**src/rtl/regfile_read_arbiter.sv**
```systemverilog
`default_nettype none
// ============================================================================
// Module   : regfile_read_arbiter
// Purpose  : Round-robin sharing of the single register-file read port.
//            The winner's address is registered onto QA, and the mux output Q
//            is captured one cycle later with a one-hot valid to the owner.
// Revision : 1.0  initial release
// ============================================================================
module regfile_read_arbiter #(
  parameter int NREQ = 4,   // number of requesters (2..8)
  parameter int DW   = 16,  // register data width (matches mux Q)
  parameter int AW   = 3    // register address width (matches mux QA)
) (
  input  logic               clk,
  input  logic               reset_n,
  input  logic               stall,
  input  logic [NREQ-1:0]    req,
  input  logic [NREQ*AW-1:0] raddr,
  output logic [NREQ-1:0]    gnt,
  output logic [AW-1:0]      QA,
  input  logic [DW-1:0]      Q,
  output logic [DW-1:0]      rdata,
  output logic [NREQ-1:0]    rvalid
);

  // Width of the round-robin pointer.
  localparam int PW = (NREQ > 1) ? $clog2(NREQ) : 1;

  // Pointer value after reset: the last index, so requester 0 comes first.
  localparam logic [PW-1:0] c_ptr_reset = PW'(NREQ - 1);

  // Index of the most recently granted requester.
  logic [PW-1:0]   r_ptr;

  // Arbitration results for the coming edge.
  logic [NREQ-1:0] w_eligible;
  logic            w_found;
  logic [PW-1:0]   w_winner;
  logic            w_issue;
  logic [NREQ-1:0] w_gnt_next;
  logic [AW-1:0]   w_addr_next;

  // Search the eligible set in priority order ptr+1, ptr+2, ..., ptr.
  // A requester holding gnt this cycle is masked so that a held request
  // cannot be granted twice for the same address.
  always_comb begin
    int unsigned idx;
    logic [PW-1:0] idx_v;
    w_eligible = req & ~gnt;
    w_found    = 1'b0;
    w_winner   = r_ptr;
    idx        = 0;
    idx_v      = '0;
    for (int k = 1; k <= NREQ; k++) begin
      idx   = (int'(r_ptr) + k) % NREQ;
      idx_v = PW'(idx);
      if (!w_found && w_eligible[idx_v]) begin
        w_found  = 1'b1;
        w_winner = idx_v;
      end
    end
  end

  // Decide whether a grant issues this edge and select the winner's address.
  always_comb begin
    w_issue     = w_found && !stall;
    w_gnt_next  = '0;
    w_addr_next = QA;
    for (int i = 0; i < NREQ; i++) begin
      if (w_issue && (PW'(i) == w_winner)) begin
        w_gnt_next[i] = 1'b1;
        w_addr_next   = raddr[i*AW +: AW];
      end
    end
  end

  // Arbitration stage: register grant, read address and pointer.
  // With no winner (or stall) the grant clears while QA and ptr hold.
  always_ff @(posedge clk or negedge reset_n) begin
    if (!reset_n) begin
      gnt   <= '0;
      QA    <= '0;
      r_ptr <= c_ptr_reset;
    end else begin
      gnt <= w_gnt_next;
      if (w_issue) begin
        QA    <= w_addr_next;
        r_ptr <= w_winner;
      end
    end
  end

  // Capture stage: sample the mux one cycle after a grant; stall is ignored
  // here so an already-issued read always completes.
  always_ff @(posedge clk or negedge reset_n) begin
    if (!reset_n) begin
      rdata  <= '0;
      rvalid <= '0;
    end else begin
      rvalid <= gnt;
      if (|gnt) begin
        rdata <= Q;
      end
    end
  end

endmodule
`default_nettype wire

```
**config.mk**
```make
export PLATFORM = sky130hd
export DESIGN_NAME = regfile_read_arbiter
export DESIGN_NICKNAME = d
export VERILOG_FILES = /design/src/rtl/regfile_read_arbiter.sv
export SDC_FILE = /design/constraint.sdc
export NUM_CORES = 1
export LEC_CHECK = 0
export ABC_AREA = 1
export CAP_MARGIN = 25
export CORE_UTILIZATION = 47
export CTS_CLUSTER_SIZE = 28
export DETAILED_ROUTE_END_ITERATION = 16
export GPL_ROUTABILITY_DRIVEN = 0
export GPL_TIMING_DRIVEN = 0
export PLACE_DENSITY = 0.92
export SYNTH_ARGS = -nofsm -noshare
export SYNTH_HDL_FRONTEND = slang
export SYNTH_SLANG_ARGS = --single-unit
```
**constraint.sdc**
```tcl
create_clock -name clk -period 4.1 [get_ports clk]
set_clock_uncertainty 0.15 [all_clocks]
set_input_delay 0.82 -clock clk [delete_from_list [all_inputs] [get_ports clk]]
set_output_delay 0.82 -clock clk [all_outputs]
set_load 0.02 [all_outputs]
```
# After elaboration in Yosys (flattened, before gate mapping)
# Cells that the tools add are included.
[classes] add_sub_neg=4 order_cmp=4 n_eq_ne=3 n_mux=24 n_bitwise=2 n_reduce_logical=16
[ops] op="< comparator 2 x 3 -> 1 bit (second input constant)" n=4
[ops] op="2-to-1 mux 1 bit" n=12
[ops] op="2-to-1 mux 3 bit" n=4
[ops] op="binary-select mux 1 bit (select 2 bit)" n=4
[ops] op="logical AND 1 bit" n=8
[ops] op="2-to-1 mux 2 bit" n=4
[ops] op="adder 2 x 1 -> 2 bit (second input constant)" n=2
[ops] op="adder 2 bit (second input constant)" n=2
[ops] op="bitwise AND 4 bit" n=1
[ops] op="equality test 2 bit (first input constant)" n=2
[ops] op="logical NOT 1 bit" n=4
[ops] op="inverter 4 bit" n=1
[ops] op="nonzero test 4 bit" n=1
[ops] op="OR reduction 4 bit" n=1
[ops] op="equality test 1 x 2 -> 1 bit (first input constant)" n=1
[ops] op="logical NOT 2 bit" n=1
[ops] op="AND reduction 2 bit" n=1
[word_totals] regBits=29 input_bits=35 output_inout_bits=27 wordCells=58

# Longest topological paths before layout
# Gate-level depths: netlist of run 1.
[depth] depth_word=20 mapped_depth=17 ltp_nobuf=16

# Worst setup path after synthesis of run 1
# OpenSTA, ideal clock, no wires.
[synth_path] path_type="input -> register" from="input req[1]" to="register QA[0]" setup_time_ns=0.116 arrival_time_ns=1.840 t_required_ns=3.834 path_slack_ns=1.994 cell_stages=12 path_buffers=0 cell_sequence="nand3_1 -> nand3_1 -> nand2_4 -> nand4_1 -> nand2_4 -> inv_2 -> nor2_4 -> nand2_2 -> nand3_1 -> nand2_1 -> nand2_1 -> nand2_1"
[synth_via] elab_chain_len=18 word_cells_on_any_way=37 cone_classes="eq/ne (3); mux (19); bitwise (1); reduce/logical (14)"
[synth_rtl] item="start, declared" line="17" source="input logic [NREQ-1:0] req,"
[synth_rtl] item="bitwise AND 4 bit *" line="49" source="w_eligible = req & ~gnt;"
[synth_rtl] item="binary-select mux 1 bit (select 2 bit)" line="57" source="if (!w_found && w_eligible[idx_v]) begin"
[synth_rtl] item="2-to-1 mux 1 bit (implied by the code)" line="57"
[synth_rtl] item="2-to-1 mux 1 bit" line="57"
[synth_rtl] item="logical NOT 1 bit" line="57"
[synth_rtl] item="logical AND 1 bit" line="57"
[synth_rtl] item="2-to-1 mux 1 bit" line="57"
[synth_rtl] item="logical NOT 1 bit" line="57"
[synth_rtl] item="logical AND 1 bit" line="57"
[synth_rtl] item="2-to-1 mux 1 bit" line="57"
[synth_rtl] item="logical NOT 1 bit" line="57"
[synth_rtl] item="logical AND 1 bit" line="57"
[synth_rtl] item="2-to-1 mux 2 bit or 2-to-1 mux 1 bit (tied branches)" line="57"
[synth_rtl] item="equality test 1 x 2 -> 1 bit or logical AND 1 bit (tied branches)" line="70, 66"
[synth_rtl] item="logical AND 1 bit" line="70" source="if (w_issue && (PW'(i) == w_winner)) begin"
[synth_rtl] item="2-to-1 mux 3 bit (3 in a row)" line="70"
[synth_rtl] item="end signal, assigned" line="87" source="QA <= w_addr_next;"
[synth_rtl] item="end, declared" line="20" source="output logic [AW-1:0] QA,"
# Every way passes the cells marked *; elsewhere a longest branch is shown, timed or not. The select of a mux whose other input is x is not followed.
# A chain may end at the register's enable or synchronous reset.

# Worst setup path after layout of run 1
[layout_path] from="input req[3]" to="register QA[1]"
# The elaborated chain is that of the path after synthesis.

==> flow_summary_export.csv, run 1 <==
group,metric,value,unit
timing,setup_viol,0,
floorplanning,rows,20,
timing,whs,0.254,ns
clock_tree,cts.clk_slew.worst_paths,0.09,ns
drt,via_count,1371,
logic_synthesis,synth.avg_cell_area,10.4,µm²
floorplanning,initial_core_util,0.507,
logic_synthesis,synthAdderAreaFrac,0,
floorplanning,die_h,60.1,µm
timing,slew_viol_final,0,
critical_path,end_kind,"flop",
grt,grt_start_max_net_pins,20,
drt,dr.pass1.iters,4,
placed_design,dp.cells,259,
cells_and_area,final_common_cell,"clkdlybuf4s50_1",
critical_path,path_class,"in -> reg",
clock_tree,cts_hold_buf,0,
floorplanning,num_io_pins,62,
cells_and_area,finish.net_count,257,
logic_synthesis,ys_seq_area_frac,0.459,
logic_synthesis,syn_inst,153,
timing,hold_violations,0,
timing,finalCritPeriodShare,0.611,
grt,antenna_found_initial,0,
grt,grt_pass1_wl,6.35,mm
logic_synthesis,synth_area,0.00159,mm²
logic_synthesis,synth_cell_types,21,
cells_and_area,drive_gt1_frac,0.278,
clock_tree,h-tree-depth,2,
timing,grt_setup_unrepaired,"false",
floorplanning,die_area,0.00361,mm²
worst_hold_path,hp-class,"reg -> reg",
critical_path,slowest_stage,"clkdlybuf4s50_1",
drt,routed_via_density,5.13,
logic_synthesis,synth_xor_area_frac,0,
power,p_leak,1.07,nW
timing,fmax,399,MHz
clock_tree,cts_tree,"yes",
power,p_total,0.00203,W
logic_synthesis,syn_nets,188,
clock_tree,worstSkewPairLatency,0.34,ns
placed_design,dp_hpwl,2.94,mm
drt,wire_per_inst,14.0,µm
cells_and_area,layout_common_cells,"61 x clkdlybuf4s50_1, 27 x dfrtp_1, 26 x nand2_1",
timing,relSlewSlack,0.598,
timing,finalSetupTns,0,ns
critical_path,cp_max_fo,10,
drt,drc,0,
clock_tree,post_cts_buffers,0,
drt,drt_wl_total,3.74,mm
cells_and_area,area_growth,48.1,%
cells_and_area,fin_cells,267,
flow_run,maxCapViolations,0,
logic_synthesis,synth_compound_area_frac,0.0300,
cells_and_area,final_util,0.751,
status,status,"finished, final reports clean",
critical_path,cp_cell_sequence,"clkdlybuf4s50_1, nand3_1, nand3_1, nand2_4, nand4_2, nand2_2, buf_6, inv_2, nand2_4, nor2_4, a21oi_1, nand2_1, nand2_1",
clock_tree,clockBufferDepth,2,
logic_synthesis,ys_ff_latch,29,
logic_synthesis,synth_top_family_by_area,"simple AND/OR/NAND/NOR gates",
critical_path,max_stage_delay,0.50,ns
cells_and_area,fillerInstances,212,
logic_synthesis,yosysWarnings,0,
clock_tree,cts.sinks,29,
logic_synthesis,synthMuxAreaShare,0.114,
timing,tightest_slew,0.601,ns
power,ir_drop,0.000528,V
clock_tree,cts_repair_resize_count,0,
placed_design,port_buffers,61,
logic_synthesis,yosys.area_share.simple,0.329,
power,power_density,865,mW/mm²
cells_and_area,diodes,0,
floorplanning,core-area,0.00313,mm²
timing,layout_min_cycle_time,2.51,ns
critical_path,cp-start-kind,"input pin",
drt,antenna_left,0,
grt,overflow,0,
clock_tree,root_buffer,"clkbuf_4",
grt,grt_util_all_layers,0.246,
critical_path,arrival,2.59,ns
critical_path,required,4.19,ns
clock_tree,cts_buffers,5,
floorplanning,die_w,60.1,µm
drt,drt-initial-drc-count,68,
grt,grt_pass1_vias,1412,
[cell usage after synthesis]
| master | number | area share |
|---|---|---|
| a21oi_1 | 4 | 0.013 |
| buf_6 | 2 | 0.014 |
| clkbuf_1 | 1 | 0.0024 |
| dfrtp_1 | 27 | 0.43 |
| dfstp_2 | 2 | 0.033 |
| inv_1 | 16 | 0.038 |
| inv_2 | 3 | 0.0071 |
| inv_8 | 1 | 0.0071 |
| mux2_2 | 16 | 0.11 |
| nand2_1 | 26 | 0.062 |
| nand2_2 | 8 | 0.032 |
| nand2_4 | 7 | 0.050 |
| nand3_1 | 16 | 0.050 |
| nand3_2 | 5 | 0.032 |
| nand3_4 | 4 | 0.044 |
| nand4_1 | 5 | 0.020 |
| nand4_2 | 2 | 0.016 |
| nor2_4 | 3 | 0.021 |
| nor3_1 | 1 | 0.0032 |
| o211ai_1 | 3 | 0.014 |
| o21ai_0 | 1 | 0.0032 |
[cells by family after synthesis]
kind of cell	after synthesis
simple gates	77
mux	16
flops	29
compound gates	8
buf+inv	23
[final timing paths]
check	startpoint	to	slack, ns	cells past startpoint
setup / recovery	req[3]	QA[1]	1.59	13
hold / removal	gnt[3]	rvalid[3]	0.25	0
setup reg to reg	r_ptr[0]	QA[1]	1.89	13
hold reg to reg	gnt[3]	rvalid[3]	0.25	0
max in group asynchronous	reset_n	r_ptr[1]	2.53	2
min in group asynchronous	reset_n	QA[2]	0.70	1
[sequential cells by signal, indices dropped and copies added, names as in the netlist]
signal and count:
rvalid 4, r_ptr 2, gnt 4, rdata 16, QA 3
[power by group]
part | switching [W] | internal, W
Sequential | 0.0000712 | 0.000421
Clock | 0.000103 | 0.0000992
Combinational | 0.000779 | 0.000558
Total | 0.000954 | 0.00108
[stage by stage]
step	setup WS, ns	instance area, µm²
2_1_floorplan	1.99	1590
3_3_place_gp	1.35	2250
3_5_place_dp	1.28	2280
4_1_cts	1.61	2350
5_1_grt	1.46	2350
6_report	1.59	2350
[layout make-up]
| cell class | instances | area (µm²) | share of cell area |
|---|---|---|---|
| clock buffers | 7 | 65.1 | 0.0277 |
| plain buffers | 3 | 26.3 | 0.0112 |
| flip-flops and latches | 29 | 728 | 0.310 |
| clock inverters | 1 | 5.00 | 0.00213 |
| multi-input cells | 101 | 749 | 0.319 |
| well taps | 44 | 55.1 | 0.0234 |
| inverters | 20 | 82.6 | 0.0351 |
| repair buffers | 62 | 638 | 0.272 |
[per-layer routing]
layer	global-route usage	wire length, µm	part of all wire
met5	0	0	0
met4	0.123	66	0.018
met3	0.0476	198	0.053
met2	0.429	2040	0.55
met1	0.285	1430	0.38
[critical path: cells and delay by family]
family | cells | cell delay [ns]
and+or+nand+nor | 9 | 0.88
buffers and inverters | 3 | 0.77
AOI/OAI and AO/OA | 1 | 0.10
Power figures use the tool's default switching activity.
==> inputs of run 2 (changes only) <==
Settings changed: CORE_UTILIZATION 47 to 39, PLACE_DENSITY 0.92 to 0.83.
Clock period 4.1 ns to 2.3 ns, I/O delays scaled along.
==> run 2 against run 1 <==
Total power grew 86%. Core utilization shrank 11 points. Largest cell class unchanged. Clock power grew 94%. Sequential share of layout area shrank 0.77 points. Worst setup slack lost 1.5 ns. Wire length shrank 0.70%. Sequential power grew 78%.
==> flow_summary_export.csv, run 2 (synthesis gave the netlist of run 1 again) <==
group,metric,value,unit
critical_path,required,2.31,ns
floorplanning,die_h,65.8,µm
timing,slew_viol_final,0,
placed_design,dp_slack,-0.169,ns
placed_design,dp.cells,263,
cells_and_area,diodes,0,
critical_path,path_class,"reg -> reg",
placed_design,port_buffers,61,
clock_tree,clockBufferDepth,2,
critical_path,worst-r2r-setup-slack,0.11,ns
flow_run,maxCapViolations,0,
clock_tree,cts_tree,"yes",
cells_and_area,largest_reg_flops,16,
cells_and_area,finish.net_count,261,
clock_tree,cts.clk_slew.worst_paths,0.06,ns
power,clkPwrFrac,0.104,
clock_tree,cts_hold_buf,0,
clock_tree,h-tree-depth,2,
drt,drt-initial-drc-count,92,
grt,grt_util_all_layers,0.185,
drt,via_count,1337,
power,ir_drop,0.000821,V
critical_path,rr_worst_depth,16,
placed_design,dp_hpwl,2.82,mm
worst_hold_path,hold_depth,0,
cells_and_area,final_util,0.639,
timing,tightest_slew,0.577,ns
timing,setup_viol,0,
grt,grt_start_max_net_pins,22,
drt,drt_wl_total,3.72,mm
grt,overflow,0,
critical_path,arrival,2.21,ns
timing,relSlewSlack,0.615,
critical_path,end_kind,"flop",
worst_hold_path,hold_end,"rvalid[2]",
cells_and_area,final_common_cell,"clkdlybuf4s50_1",
power,switchingPower,0.00171,W
power,p_total,0.00377,W
floorplanning,die_area,0.00433,mm²
timing,finalCritPeriodShare,0.952,
power,p_int,0.00206,W
power,pwr-share-comb,0.664,
drt,routed_via_density,4.86,
critical_path,regToRegEndpoint,"QA[2]",
clock_tree,cts_buffers,5,
critical_path,cp_max_fo,9,
cells_and_area,fillerInstances,296,
critical_path,worstReg2RegStart,"r_ptr[0]",
floorplanning,die_w,65.8,µm
cells_and_area,fin_cells,275,
floorplanning,rows,22,
clock_tree,worstSkewPairLatency,0.28,ns
clock_tree,root_buffer,"clkbuf_8",
cells_and_area,drive_gt1_frac,0.291,
critical_path,cp-start-kind,"flop",
status,status,"finished, final reports clean",
clock_tree,cts.sinks,29,
cells_and_area,layout_common_cells,"61 x clkdlybuf4s50_1, 27 x dfrtp_1, 26 x nand2_1",
cells_and_area,area_growth,51.9,%
power,switching_share,0.454,
grt,grt_pass1_wl,5.95,mm
timing,layout_min_cycle_time,2.19,ns
timing,setup_ws,0.110,ns
grt,antenna_found_initial,0,
worst_hold_path,hp-start,"gnt[2]",
drt,wire_per_inst,13.5,µm
power,pwr-share-seq,0.232,
grt,grt_pass1_vias,1271,
drt,drc,0,
floorplanning,num_io_pins,62,
drt,antenna_left,0,
worst_hold_path,hp-class,"reg -> reg",
floorplanning,core-area,0.00377,mm²
cells_and_area,regMostFlops,"rdata",
timing,fmax,457,MHz
timing,hold_violations,0,
power,power_density,1570,mW/mm²
cells_and_area,top_regs,"rdata: 16 flops, gnt: 4 flops, rvalid: 4 flops",
floorplanning,initial_core_util,0.421,
drt,dr.pass1.iters,5,
power,p_leak,1.09,nW
[run 2: cell count changes in the layout (fill, tap and decap cells not counted)]
| cell | change |
|---|---|
| buf_4 | +4 |
| clkbuf_1 | +3 |
| clkbuf_4 | -5 |
| clkbuf_8 | +3 |
| clkinv_2 | -1 |
| nand3_1 | -3 |
| nand3_2 | +3 |
[run 2: repair_timing]
| item | 4_1_cts | 5_1_grt |
|---|---|---|
| endpoints found under the hold margin | 0 | 0 |
| gates resized for setup | 0 | 3 |
| setup buffers | 0 | 4 |
| setup endpoints to repair | 0 | 3 |
[run 2: metal layers]
layer / GRT usage / part of all wire / vias up
met3: 0.0655 / 0.055 / 8
met5: 0 / 0 / -
met4: 0.0598 / 0.015 / 0
met1: 0.223 / 0.42 / 629
li1: - / - / 656
met2: 0.305 / 0.51 / 44
[run 2: layout make-up]
class / count / area, µm² / area share
Timing Repair Buffer: 66 / 668 / 0.277
Sequential cell: 29 / 728 / 0.302
Inverter: 20 / 82.6 / 0.0343
Tap cell: 48 / 60.1 / 0.0249
Buffer: 3 / 26.3 / 0.0109
Clock buffer: 8 / 80.1 / 0.0332
Multi-Input combinational cell: 101 / 764 / 0.317
[run 2: critical path, cell delays in order, from the launching register on]
cell     delay [ns]
dfstp_2        0.52
buf_6          0.15
nand2_2        0.07
nand2_4        0.10
nand3_4        0.09
nand2_4        0.13
nand2_1        0.08
nand2_1        0.08
nand2_2        0.07
nand2_4        0.09
inv_2          0.08
nor2_4         0.10
nand2_2        0.09
nand3_1        0.09
nand2_1        0.05
nand2_1        0.06
nand2_1        0.06
[run 2: power by group through the flow]
| stage | clock network [W] | registers [W] | logic [W] |
|---|---|---|---|
| 5_1_grt | 0.000429 | 0.000906 | 0.00267 |
| 6_report | 0.000392 | 0.000874 | 0.00251 |
| 4_1_cts | 0.000401 | 0.000879 | 0.00237 |
| 2_1_floorplan | 0 | 0.00112 | 0.00139 |
| 3_3_place_gp | 0 | 0.000872 | 0.00230 |
| 3_5_place_dp | 0 | 0.000883 | 0.00236 |
[run 2: worst max-delay path by stage]
stage / from / to / slack (ns) / cells after the start
2_1_floorplan: r_ptr[0] / QA[0] / 0.34 / 14
3_3_place_gp: req[1] / QA[1] / -0.09 / 13
3_5_place_dp: req[1] / QA[2] / -0.17 / 13
4_1_cts: req[1] / QA[2] / 0.11 / 13
5_1_grt: r_ptr[0] / QA[2] / -0.01 / 17
6_report: r_ptr[0] / QA[2] / 0.11 / 16
[run 2: per-stage QoR]
step / hold slack (ns) / TNS [ns] / cell area, µm²
2_1_floorplan: 0.0144 / 0 / 1590
3_3_place_gp: 0.243 / -0.258 / 2260
3_5_place_dp: 0.243 / -0.439 / 2280
4_1_cts: 0.256 / 0 / 2360
5_1_grt: 0.280 / -0.0110 / 2410
6_report: 0.252 / 0 / 2410
